## src/rtl/gate_stim_seq.sv

```systemverilog
// Stimulus sequencer for the gate-primitive cosim harnesses: two corner vectors, then Galois-LFSR vectors over valid/ready.
// Optional 4-state x/z injection on every eighth LFSR vector is enabled by defining GATE_STIM_XZ_EN.
module gate_stim_seq #(
    parameter int          WIDTH = 128,
    parameter int          NVEC  = 256,
    parameter logic [31:0] SEED  = 32'h00000001
) (
    input  logic             clk,
    input  logic             rst,
    input  logic             start,
    output logic             busy,
    output logic             done,
    output logic             vec_valid,
    input  logic             vec_ready,
    output logic [WIDTH-1:0] vec_out,
    output logic [15:0]      vec_idx
);

    localparam int          K    = WIDTH / 32;
    localparam logic [31:0] POLY = 32'h80200003;
    localparam logic [15:0] LAST = 16'(NVEC - 1);

    typedef enum logic [1:0] {
        IDLE = 2'd0,
        RUN  = 2'd1,
        DONE = 2'd2
    } state_t;

    state_t           state_reg, state_next;
    logic [31:0]      lfsr_reg, lfsr_next;
    logic [WIDTH-1:0] vec_reg, vec_next;
    logic [15:0]      idx_reg, idx_next;

    // chain[0..K-1] builds the vector for the current lfsr; chain[K..2K-1] the one after it.
    logic [31:0]      chain [0:2*K-1];
    logic [WIDTH-1:0] cur_vec;
    logic [WIDTH-1:0] adv_vec;

    assign chain[0] = lfsr_reg;

    genvar gi;
    generate
        for (gi = 0; gi < 2*K-1; gi++) begin : g_chain
            assign chain[gi+1] = chain[gi][0] ? ({1'b0, chain[gi][31:1]} ^ POLY)
                                              : {1'b0, chain[gi][31:1]};
        end
        for (gi = 0; gi < K; gi++) begin : g_words
            assign cur_vec[gi*32 +: 32] = chain[gi];
            assign adv_vec[gi*32 +: 32] = chain[K+gi];
        end
    endgenerate

    always_ff @(posedge clk or posedge rst) begin
        if (rst) begin
            state_reg <= IDLE;
            lfsr_reg  <= SEED;
            vec_reg   <= '0;
            idx_reg   <= '0;
        end else begin
            state_reg <= state_next;
            lfsr_reg  <= lfsr_next;
            vec_reg   <= vec_next;
            idx_reg   <= idx_next;
        end
    end

    always_comb begin
        state_next = state_reg;
        lfsr_next  = lfsr_reg;
        vec_next   = vec_reg;
        idx_next   = idx_reg;
        case (state_reg)
            IDLE, DONE: begin
                if (start) begin
                    state_next = RUN;
                    idx_next   = '0;
                    vec_next   = '0;
                    lfsr_next  = SEED;
                end
            end
            RUN: begin
                if (vec_ready) begin
                    // Corner vectors leave the LFSR untouched; LFSR vectors consume K states.
                    if (idx_reg >= 16'd2) begin
                        lfsr_next = chain[K];
                    end
                    if (idx_reg == LAST) begin
                        state_next = DONE;
                    end else begin
                        idx_next = idx_reg + 16'd1;
                        if (idx_reg == 16'd0) begin
                            vec_next = '1;
                        end else if (idx_reg == 16'd1) begin
                            vec_next = cur_vec;
                        end else begin
                            vec_next = adv_vec;
                        end
                    end
                end
            end
            default: begin
                state_next = IDLE;
            end
        endcase
    end

    assign busy      = (state_reg == RUN);
    assign vec_valid = (state_reg == RUN);
    assign done      = (state_reg == DONE);
    assign vec_idx   = idx_reg;

`ifdef GATE_STIM_XZ_EN
    // Overlay keyed on the held index, so a stalled or final vector keeps its x/z bits.
    logic xz_hit;
    assign xz_hit  = (idx_reg >= 16'd2) && (idx_reg[2:0] == 3'b111);
    assign vec_out = xz_hit ? {vec_reg[WIDTH-1:2], 1'bx, 1'bz} : vec_reg;
`else
    assign vec_out = vec_reg;
`endif

endmodule

```

## config.mk

```make
export PLATFORM = sky130hd
export DESIGN_NAME = gate_stim_seq
export DESIGN_NICKNAME = d
export VERILOG_FILES = /design/src/rtl/gate_stim_seq.sv
export SDC_FILE = /design/constraint.sdc
export NUM_CORES = 1
export LEC_CHECK = 0
export CORE_MARGIN = 3
export CORE_UTILIZATION = 45
export DETAILED_ROUTE_END_ITERATION = 6
export PLACE_DENSITY = 0.77
export SYNTH_ARGS = -nofsm -noshare
export SYNTH_HDL_FRONTEND = slang
export SYNTH_SLANG_ARGS = --single-unit
```

## constraint.sdc

```tcl
create_clock -name clk -period 8.5 [get_ports clk]
set_input_delay 1.7 -clock clk [delete_from_list [all_inputs] [get_ports clk]]
set_output_delay 1.7 -clock clk [all_outputs]
set_load 0.02 [all_outputs]
```

Word level (Yosys, flattened, before mapping)
Cells that the tools add are included.
{"block": "word_totals", "wordCells": 54, "register_bits": 178, "output_inout_bits": 147, "in_bits": 4}
{"block": "op_classes", "n_lt_le_gt_ge": 1, "n_reduce_logical": 7, "add_sub_neg": 1, "mux": 25, "bitwise_logic": 7, "n_eq_ne": 9}
{"operator": "$mux 128", "count": 5}
{"operator": "$mux 32", "count": 10}
{"operator": "$pmux 128 s2", "count": 1}
{"operator": "$pmux 32 s2", "count": 1}
{"operator": "$mux 16", "count": 3}
{"operator": "$pmux 16 s2", "count": 1}
{"operator": "$not 3->4", "count": 7}
{"operator": "$add 16x1->16 const B", "count": 1}
{"operator": "$eq 16x1->1 const B", "count": 1}
{"operator": "$eq 16x8->1 const B", "count": 1}
{"operator": "$ge 16x2->1 const B", "count": 1}
{"operator": "$logic_not 16->1", "count": 1}
{"operator": "$reduce_and 4->1", "count": 2}
{"operator": "$mux 2", "count": 3}
{"operator": "$ne 2x1->1 const B", "count": 3}
{"operator": "$ne 2x2->1 const B", "count": 2}
{"operator": "$pmux 2 s2", "count": 1}
{"operator": "$reduce_and 3->1", "count": 1}
{"operator": "$eq 2x1->1 const B", "count": 1}
{"operator": "$eq 2x2->1 const B", "count": 1}
{"operator": "$logic_not 2->1", "count": 1}
{"operator": "$reduce_bool 2->1", "count": 1}
{"operator": "$reduce_or 2->1", "count": 1}

Logic depth before layout (Yosys ltp)
Gate-level depths: netlist of the first run.
{"block": "logic_depth", "depth_word": 19, "ltp_mapped": 9}

Worst setup path after synthesis of the first run
Ideal clock, no wire load.
{"block": "synth_path", "kind": "input to register", "from": "in start", "to": "reg idx_reg[15], in the netlist vec_idx[15]", "setup_ps": 132, "path_buffers": 0, "arrival_time_ps": 2978, "slack_ps": 5390, "path_stages": 5, "required_ps": 8368, "path_cell_list": "nand2b_1 -> a2111oi_0 -> nand4_1 -> xor2_1 -> nor2_1"}
{"block": "synth_via", "elab_chain_cells": 2}
{"element": "start, declared", "line_no": "10", "source": "input logic start,"}
{"element": "$ne 2x2->1 (no source line)"}
{"element": "$reduce_and 4->1 (no source line)"}
{"element": "end signal, assigned", "line_no": "63", "source": "idx_reg <= idx_next;"}
{"element": "end, declared", "line_no": "32", "source": "logic [15:0] idx_reg, idx_next;"}
Every way passes these cells.
A chain may end at the register's enable or synchronous reset.

Worst setup path in the final report of the first run
{"block": "layout_path", "from": "reg state_reg[1]", "to": "out busy"}
{"block": "layout_via", "elab_chain_cells": 1}
{"element": "start, declared", "line_no": "29", "source": "state_t state_reg, state_next;"}
{"element": "start signal, assigned", "line_no": "60", "source": "state_reg <= state_next;"}
{"element": "$eq 2x1->1", "line_no": "107", "source": "assign busy = (state_reg == RUN);"}
{"element": "end, declared", "line_no": "11", "source": "output logic busy,"}
Every way passes these cells.

==> impl_metrics.ini, run 1 <==
[outcome]
status = finished, final reports clean

[finish]
antenna_cells = 0
drive_above_1_share = 0.0455
largest_reg_flops = 41
syn_to_final_growth_pct = 21.2
final_nets = 640
final_common_cell = clkdlybuf4s50_1
final_cell_mix = clkdlybuf4s50_1, nand2_1, dfrtp_1, o21ai_0, nor2_1

[floorplanning]
ioPinCount = 151
initial_core_util = 0.464
dieHeight_um = 115
fp-row-count = 39
die_width_um = 115
core_mm2 = 0.0115
die-area_mm2 = 0.0132

[yosys]
avgSynthCellArea_um2 = 8.98
synth_edf_count = 0
ys_warn_count = 0
synthesis.area_mm2 = 0.00534
ys_ff_latch = 91
ys_types = 45
syn-num-nets = 603
ys_seq_area_frac = 0.426
async_flop_share = 1.00
synth_cells = 595
synthFlopType = dfrtp_1

[drt]
drt_iter0_drc = 246
drc = 0
dr.pass1.iters = 5
vias_per_cell = 5.40
wirelength_mm = 12.4
routedWlPerCell_um = 15.9
postRouteAntennaNets = 0
vias = 4210

[worst_setup_path]
critPathRequiredTime_ps = 6800
critPathTopFamily = buffers and inverters
crit_type = flip-flop to output pin
cp.arrival_ps = 2730
crit_cells = 3
cp-end-kind = output pin
startpoint_type = flip-flop
critPathMaxFanout = 32
path_cells = nand2b_1 -> inv_1 -> clkdlybuf4s50_1
crit_buf_inv = 2
r2r_cells = 6
max_stage_delay_ps = 900
critPathSlowestCell = inv_1

[power_and_ir_drop]
power_leakage_nw = 2.86
ir_drop_v = 0.000191
power.density_mw_per_mm2 = 479

[global_route]
first_global_vias = 4020
grtUsageTotal = 0.187
grt.overflow.total = 0
grt_pass1_wl_mm = 20.2
grt_max_degree = 92
grt_antenna_before_repair = 0

[cts]
htreeDepth = 3
ctsHoldBuffers = 0
clock_latency_ps = 340
post-cts-setup-buffers = 0
ctsResizeCount = 0
clk_path_buf_depth = 2
cts.sinks = 91
clkTransAtPathRegs_ps = 70
cts_tree = done
cts_root_buffer = clkbuf_16
cts_buffers = 9

[job]
cap_violations = 0

[timing]
drv_slew = 0
max_freq_mhz = 226
finalCritPeriodShare = 0.521
rsz0062_at_grt = false
whs_ps = 490
final.setup.tns_ps = 0
tightestPinTransition_ps = 1230
max_slew_margin = 0.161
period_needed_ps = 4430
hold_viol_final = 0
clock_skew_ps = 4.32
final-setup-viol-count = 0

[worst_hold_path]
holdPathStages = 2
hp-class = flip-flop to flip-flop

[place]
numPortBuffers = 150
dp_hpwl_mm = 8.29
gp_congestion = 0.831
[through the flow]
step / std cells / area [µm²] / total power, mW / setup slack (ps) / util
2_1_floorplan: 595 / 5340 / 2.20 / 4440 / -
3_3_place_gp: 764 / 6190 / 2.68 / 4160 / 0.537
3_5_place_dp: 764 / 6190 / 2.73 / 4090 / 0.537
4_1_cts: 780 / 6480 / 3.12 / 4120 / 0.563
5_1_grt: 780 / 6480 / 3.30 / 3960 / 0.563
6_report: 780 / 6480 / 3.10 / 4070 / 0.563
[power breakdown]
| group | total, mW | internal [mW] | switching, mW |
|---|---|---|---|
| combinational | 1.89 | 0.889 | 0.997 |
| sequential | 0.832 | 0.614 | 0.218 |
| clock | 0.385 | 0.209 | 0.177 |
[cell type report]
class,instances,area [µm²]
well taps,143,179
flip-flops and latches,91,2280
inverters,7,27.5
clock buffers,10,239
fillers,1022,5040
clock inverters,6,50.0
repair buffers,154,1530
multi-input cells,369,2170
[layer usage]
layer | up-vias | global-route usage | share of wire | routed length [µm]
li1 | 1981 | - | - | -
met4 | 0 | 0.0399 | 0.0062 | 77
met5 | - | 0 | 0 | 0
met3 | 9 | 0.0463 | 0.055 | 683
met2 | 137 | 0.311 | 0.51 | 6330
met1 | 2083 | 0.249 | 0.43 | 5340
[worst reg2reg max path: stages (launching register included)]
cell and delay, ps:
dfrtp_1 500, ha_1 240, nand3_1 230, nor4_2 570, nand2b_1 990, a31oi_1 130
a21o_1 210
[logic make-up (layout without fill, tap and decap cells)]
kind of cell               Yosys count  count (layout)  synth area share
AOI/OAI and AO/OA                  131             131             0.156
xor gates and xnor gates            36              36            0.0721
adders and majority gates            4               4           0.00937
buffers and inverters              135             177             0.167
DFF                                 91              91             0.426
muxes                                2               2           0.00375
and+or+nand+nor                    196             196             0.165
[synthesized netlist by cell type (5+ instances only)]
library cell | number | area [µm²]
a22o_1 | 10 | 87.6
nand4_1 | 5 | 31.3
nor2_1 | 30 | 113
inv_1 | 7 | 26.3
o21ai_0 | 45 | 225
buf_4 | 88 | 661
a21oi_1 | 14 | 70.1
buf_2 | 20 | 100
clkbuf_1 | 15 | 56.3
xnor2_1 | 13 | 114
nand2_1 | 124 | 465
o31ai_1 | 8 | 60.1
xor2_1 | 18 | 158
dfrtp_1 | 90 | 2250
a31oi_1 | 18 | 113
nand3_1 | 9 | 45.0
a211oi_1 | 7 | 52.6
a21o_1 | 22 | 165
nand2b_1 | 5 | 31.3
[worst paths after layout]
path	start	to	slack (ps)
worst max-delay path	state_reg[1]	busy	4070
worst min-delay path	vec_out[33]	vec_out[33]	490
worst max register to register	vec_idx[1]	vec_out[120]	5530
worst min register to register	vec_out[33]	vec_out[33]	490
max in group asynchronous	rst	vec_out[2]	5720
min in group asynchronous	rst	vec_idx[10]	2050
No activity file was read; power rests on OpenSTA's default activity.
==> run 2: changes to the inputs <==
CORE_UTILIZATION = 44   (was 45)
PLACE_DENSITY = 0.78   (was 0.77)
clock period = 3.75 ns   (was 8.5 ns; I/O delays follow)
==> impl_metrics.ini, run 2 (same netlist as run 1, synthesis figures left out) <==
[cts]
cts_buffers = 9
clock_latency_ps = 340
cts_root_buffer = clkbuf_16
ctsResizeCount = 0
ctsHoldBuffers = 0
clkTransAtPathRegs_ps = 70
htreeDepth = 3
clk_path_buf_depth = 2
cts_tree = done
post-cts-setup-buffers = 0
cts.sinks = 91

[timing]
max_slew_margin = 0.440
clock_skew_ps = 9.47
max_freq_mhz = 349
hold_viol_final = 0
finalCritPeriodShare = 0.764
fin_ws_ps = 884
rsz0062_at_grt = false
period_needed_ps = 2870
drv_slew = 0
final-setup-viol-count = 0
whs_ps = 482
final.setup.tns_ps = 0
tightestPinTransition_ps = 833

[global_route]
first_global_vias = 4108
grt_pass1_wl_mm = 20.9
grt_max_degree = 49
grt_antenna_before_repair = 0
grtUsageTotal = 0.196
grt.overflow.total = 0

[finish]
syn_to_final_growth_pct = 22.6
antenna_cells = 0
seqCellArea_mm2 = 0.00228
drive_above_1_share = 0.0559
largest_reg_flops = 41
multiInputGateArea_mm2 = 0.00217
fillers = 1056
final_util = 0.562
final_cell_mix = clkdlybuf4s50_1, nand2_1, dfrtp_1, o21ai_0, nor2_1
layout.cells.non_filler = 787
final_nets = 647
post-route-cell-area_mm2 = 0.00655
final_common_cell = clkdlybuf4s50_1

[floorplanning]
die_width_um = 116
dieHeight_um = 116
ioPinCount = 151
die-area_mm2 = 0.0135
core_mm2 = 0.0117
initial_core_util = 0.458
fp-row-count = 39

[drt]
drt_iter0_drc = 316
postRouteAntennaNets = 0
wirelength_mm = 13.0
vias_per_cell = 5.47
vias = 4305
drc = 0
dr.pass1.iters = 5
routedWlPerCell_um = 16.5

[worst_setup_path]
critPathMaxFanout = 28
max_stage_delay_ps = 670
cp-end-kind = flip-flop
r2r_start = vec_idx[4]
crit_buf_inv = 1
critPathSlowestCell = a21o_1
crit_type = flip-flop to flip-flop
critPathTopFamily = simple AND/OR/NAND/NOR gates
path_cells = or4_1 -> nor4b_2 -> a21o_1 -> buf_4 -> nand2_1 -> o21ai_0
reg2reg_slack_ps = 880
startpoint_type = flip-flop
cp.arrival_ps = 3120
rr_endpoint = lfsr_reg[12]
r2r_cells = 6
critPathRequiredTime_ps = 4000

[place]
dp_hpwl_mm = 8.90
dp_cells = 771
place_area_mm2 = 0.00625
numPortBuffers = 150
gp_congestion = 0.860
place_ws_ps = 715

[power_and_ir_drop]
power_leakage_nw = 2.91
ir_drop_v = 0.000394
power.density_mw_per_mm2 = 1080
total_power_mw = 7.09

[outcome]
status = finished, final reports clean

[job]
cap_violations = 0

[worst_hold_path]
holdPathStages = 1
hp-class = flip-flop to flip-flop
hp-start = vec_out[22]
hold_end = vec_out[22]
==> run 2: per-layer routing <==
metal	track usage	vias to the layer above	wire length [µm]
met1	0.249	2118	5380
met2	0.336	168	6530
met3	0.0404	16	916
met5	0	-	0
li1	-	2003	-
met4	0.0657	0	186
==> run 2: where the power goes <==
| part | total, mW | switching, mW | internal [mW] |
|---|---|---|---|
| sequential | 1.90 | 0.506 | 1.39 |
| combinational | 4.30 | 2.27 | 2.03 |
| clock | 0.894 | 0.387 | 0.507 |
==> run 2: layout make-up <==
class,instances,area share
Timing Repair Buffer,161,0.244
Sequential cell,91,0.348
Clock inverter,4,0.00496
Inverter,7,0.00420
Clock buffer,12,0.0407
Tap cell,143,0.0273
Multi-Input combinational cell,369,0.332
==> run 2: how the worst max path moves through the flow <==
stage	depth (start not counted)	endpoint	startpoint	slack (ps)
after CTS	6	lfsr_reg[12]	vec_idx[4]	910
after detailed placement	7	lfsr_reg[24]	start	720
after global placement	7	lfsr_reg[30]	start	870
final	6	lfsr_reg[12]	vec_idx[4]	880
after global routing	7	vec_out[54]	vec_idx[1]	660
after floorplan	1	lfsr_reg[10]	rst	640
==> run 2: worst register-to-register path: stages, from the launching register on <==
cell and delay [ps]:
dfrtp_1 460, or4_1 640, nor4b_2 380, a21o_1 670, buf_4 390, nand2_1 140, o21ai_0 100
==> run 3: changes to the inputs <==
CORE_UTILIZATION = 45   (was 44)
PLACE_DENSITY = 0.77   (was 0.78)
clock period = 2.97 ns   (was 3.75 ns; I/O delays follow)
==> impl_metrics.ini, run 3 (same netlist as run 1, synthesis figures left out) <==
[cts]
clkTransAtPathRegs_ps = 60
clock_latency_ps = 340
ctsHoldBuffers = 0
htreeDepth = 3
cts.sinks = 91
cts_buffers = 9
cts_root_buffer = clkbuf_16
clk_path_buf_depth = 2
ctsResizeCount = 0
cts_tree = done
post-cts-setup-buffers = 0

[outcome]
status = finished, final reports clean

[timing]
period_needed_ps = 2610
drv_slew = 0
clock_skew_ps = 13.3
finalCritPeriodShare = 0.878
rsz0062_at_grt = false
hold_viol_final = 0
final.setup.tns_ps = 0
tightestPinTransition_ps = 657
max_slew_margin = 0.561
max_freq_mhz = 384
final-setup-viol-count = 0

[worst_hold_path]
hp-class = flip-flop to flip-flop
hold_end = vec_out[96]
holdPathStages = 2
hp-start = vec_out[96]

[worst_setup_path]
rr_endpoint = vec_out[125]
reg2reg_slack_ps = 490
cp-end-kind = output pin
critPathRequiredTime_ps = 2380
crit_type = flip-flop to output pin
startpoint_type = flip-flop
critPathMaxFanout = 8
r2r_start = vec_idx[1]
r2r_cells = 7
cp.arrival_ps = 2010

[global_route]
grt_max_degree = 65
grt_antenna_before_repair = 0
first_global_vias = 4238
grt_pass1_wl_mm = 21.1
grt.overflow.total = 0
grtUsageTotal = 0.197

[power_and_ir_drop]
power_leakage_nw = 2.94
ir_drop_v = 0.000495
total_power_mw = 8.97
power.density_mw_per_mm2 = 1360

[floorplanning]
initial_core_util = 0.464
ioPinCount = 151
dieHeight_um = 115
die-area_mm2 = 0.0132
core_mm2 = 0.0115
fp-row-count = 39
die_width_um = 115

[drt]
dr.pass1.iters = 4
wirelength_mm = 13.0
drt_iter0_drc = 268
vias = 4257
vias_per_cell = 5.38
postRouteAntennaNets = 0
drc = 0
routedWlPerCell_um = 16.4

[finish]
fillers = 978
antenna_cells = 0
largest_reg_flops = 41
final_cell_mix = clkdlybuf4s50_1, nand2_1, dfrtp_1, o21ai_0, nor2_1
drive_above_1_share = 0.0632
final_common_cell = clkdlybuf4s50_1
syn_to_final_growth_pct = 23.4
final_nets = 652

[place]
gp_congestion = 0.822
numPortBuffers = 150
dp_hpwl_mm = 9.08

[job]
cap_violations = 0
[run 3: cell types whose count changed in the layout (fill, tap and decap cells not counted)]
cell / delta
clkinv_4: -1
inv_6: +2
buf_4: +4
inv_8: +1
clkbuf_8: -2
buf_12: +1
[run 3: cell type report]
type	count	area (µm²)	share of cell area
Clock buffer	10	239	0.0362
Inverter	7	27.5	0.00417
Sequential cell	91	2280	0.345
Multi-Input combinational cell	369	2170	0.329
Tap cell	143	179	0.0271
Timing Repair Buffer	166	1650	0.250
Clock inverter	6	52.6	0.00797
[run 3: layer usage]
layer,part of all wire,GRT usage
met5,0,0
met1,0.42,0.248
met4,0.018,0.0587
met2,0.51,0.339
met3,0.057,0.0479
[run 3: worst max-delay path, stage by stage (launching register included)]
cell             delay (ps)
dfrtp_1                 400
nand2b_1                340
inv_1                   290
clkdlybuf4s50_1         650
[run 3: per-stage QoR]
step	hold WS [ps]	instance area [µm²]	instances	worst slack [ps]	utilization
after floorplan	484	5340	595	14.0	-
after global placement	467	6300	776	484	0.547
after detailed placement	480	6300	776	459	0.547
after CTS	494	6600	792	338	0.573
after global routing	514	6600	792	269	0.573
final	488	6600	792	364	0.573
[run 3: power by group]
group / total [mW] / internal, mW / switching, mW
Sequential: 2.39 / 1.76 / 0.636
Clock: 1.13 / 0.605 / 0.520
Combinational: 5.45 / 2.61 / 2.84
Total: 8.97 / 4.97 / 4.00
[run 3: worst max-delay path by stage]
stage	startpoint	slack, ps	cells after the start	end
6_report	state_reg[1]	360	3	busy
5_1_grt	vec_idx[1]	270	7	vec_out[97]
4_1_cts	state_reg[1]	340	3	busy
3_5_place_dp	vec_idx[1]	460	9	vec_out[125]
3_3_place_gp	vec_idx[1]	480	7	vec_out[125]
2_1_floorplan	rst	10	1	lfsr_reg[10]
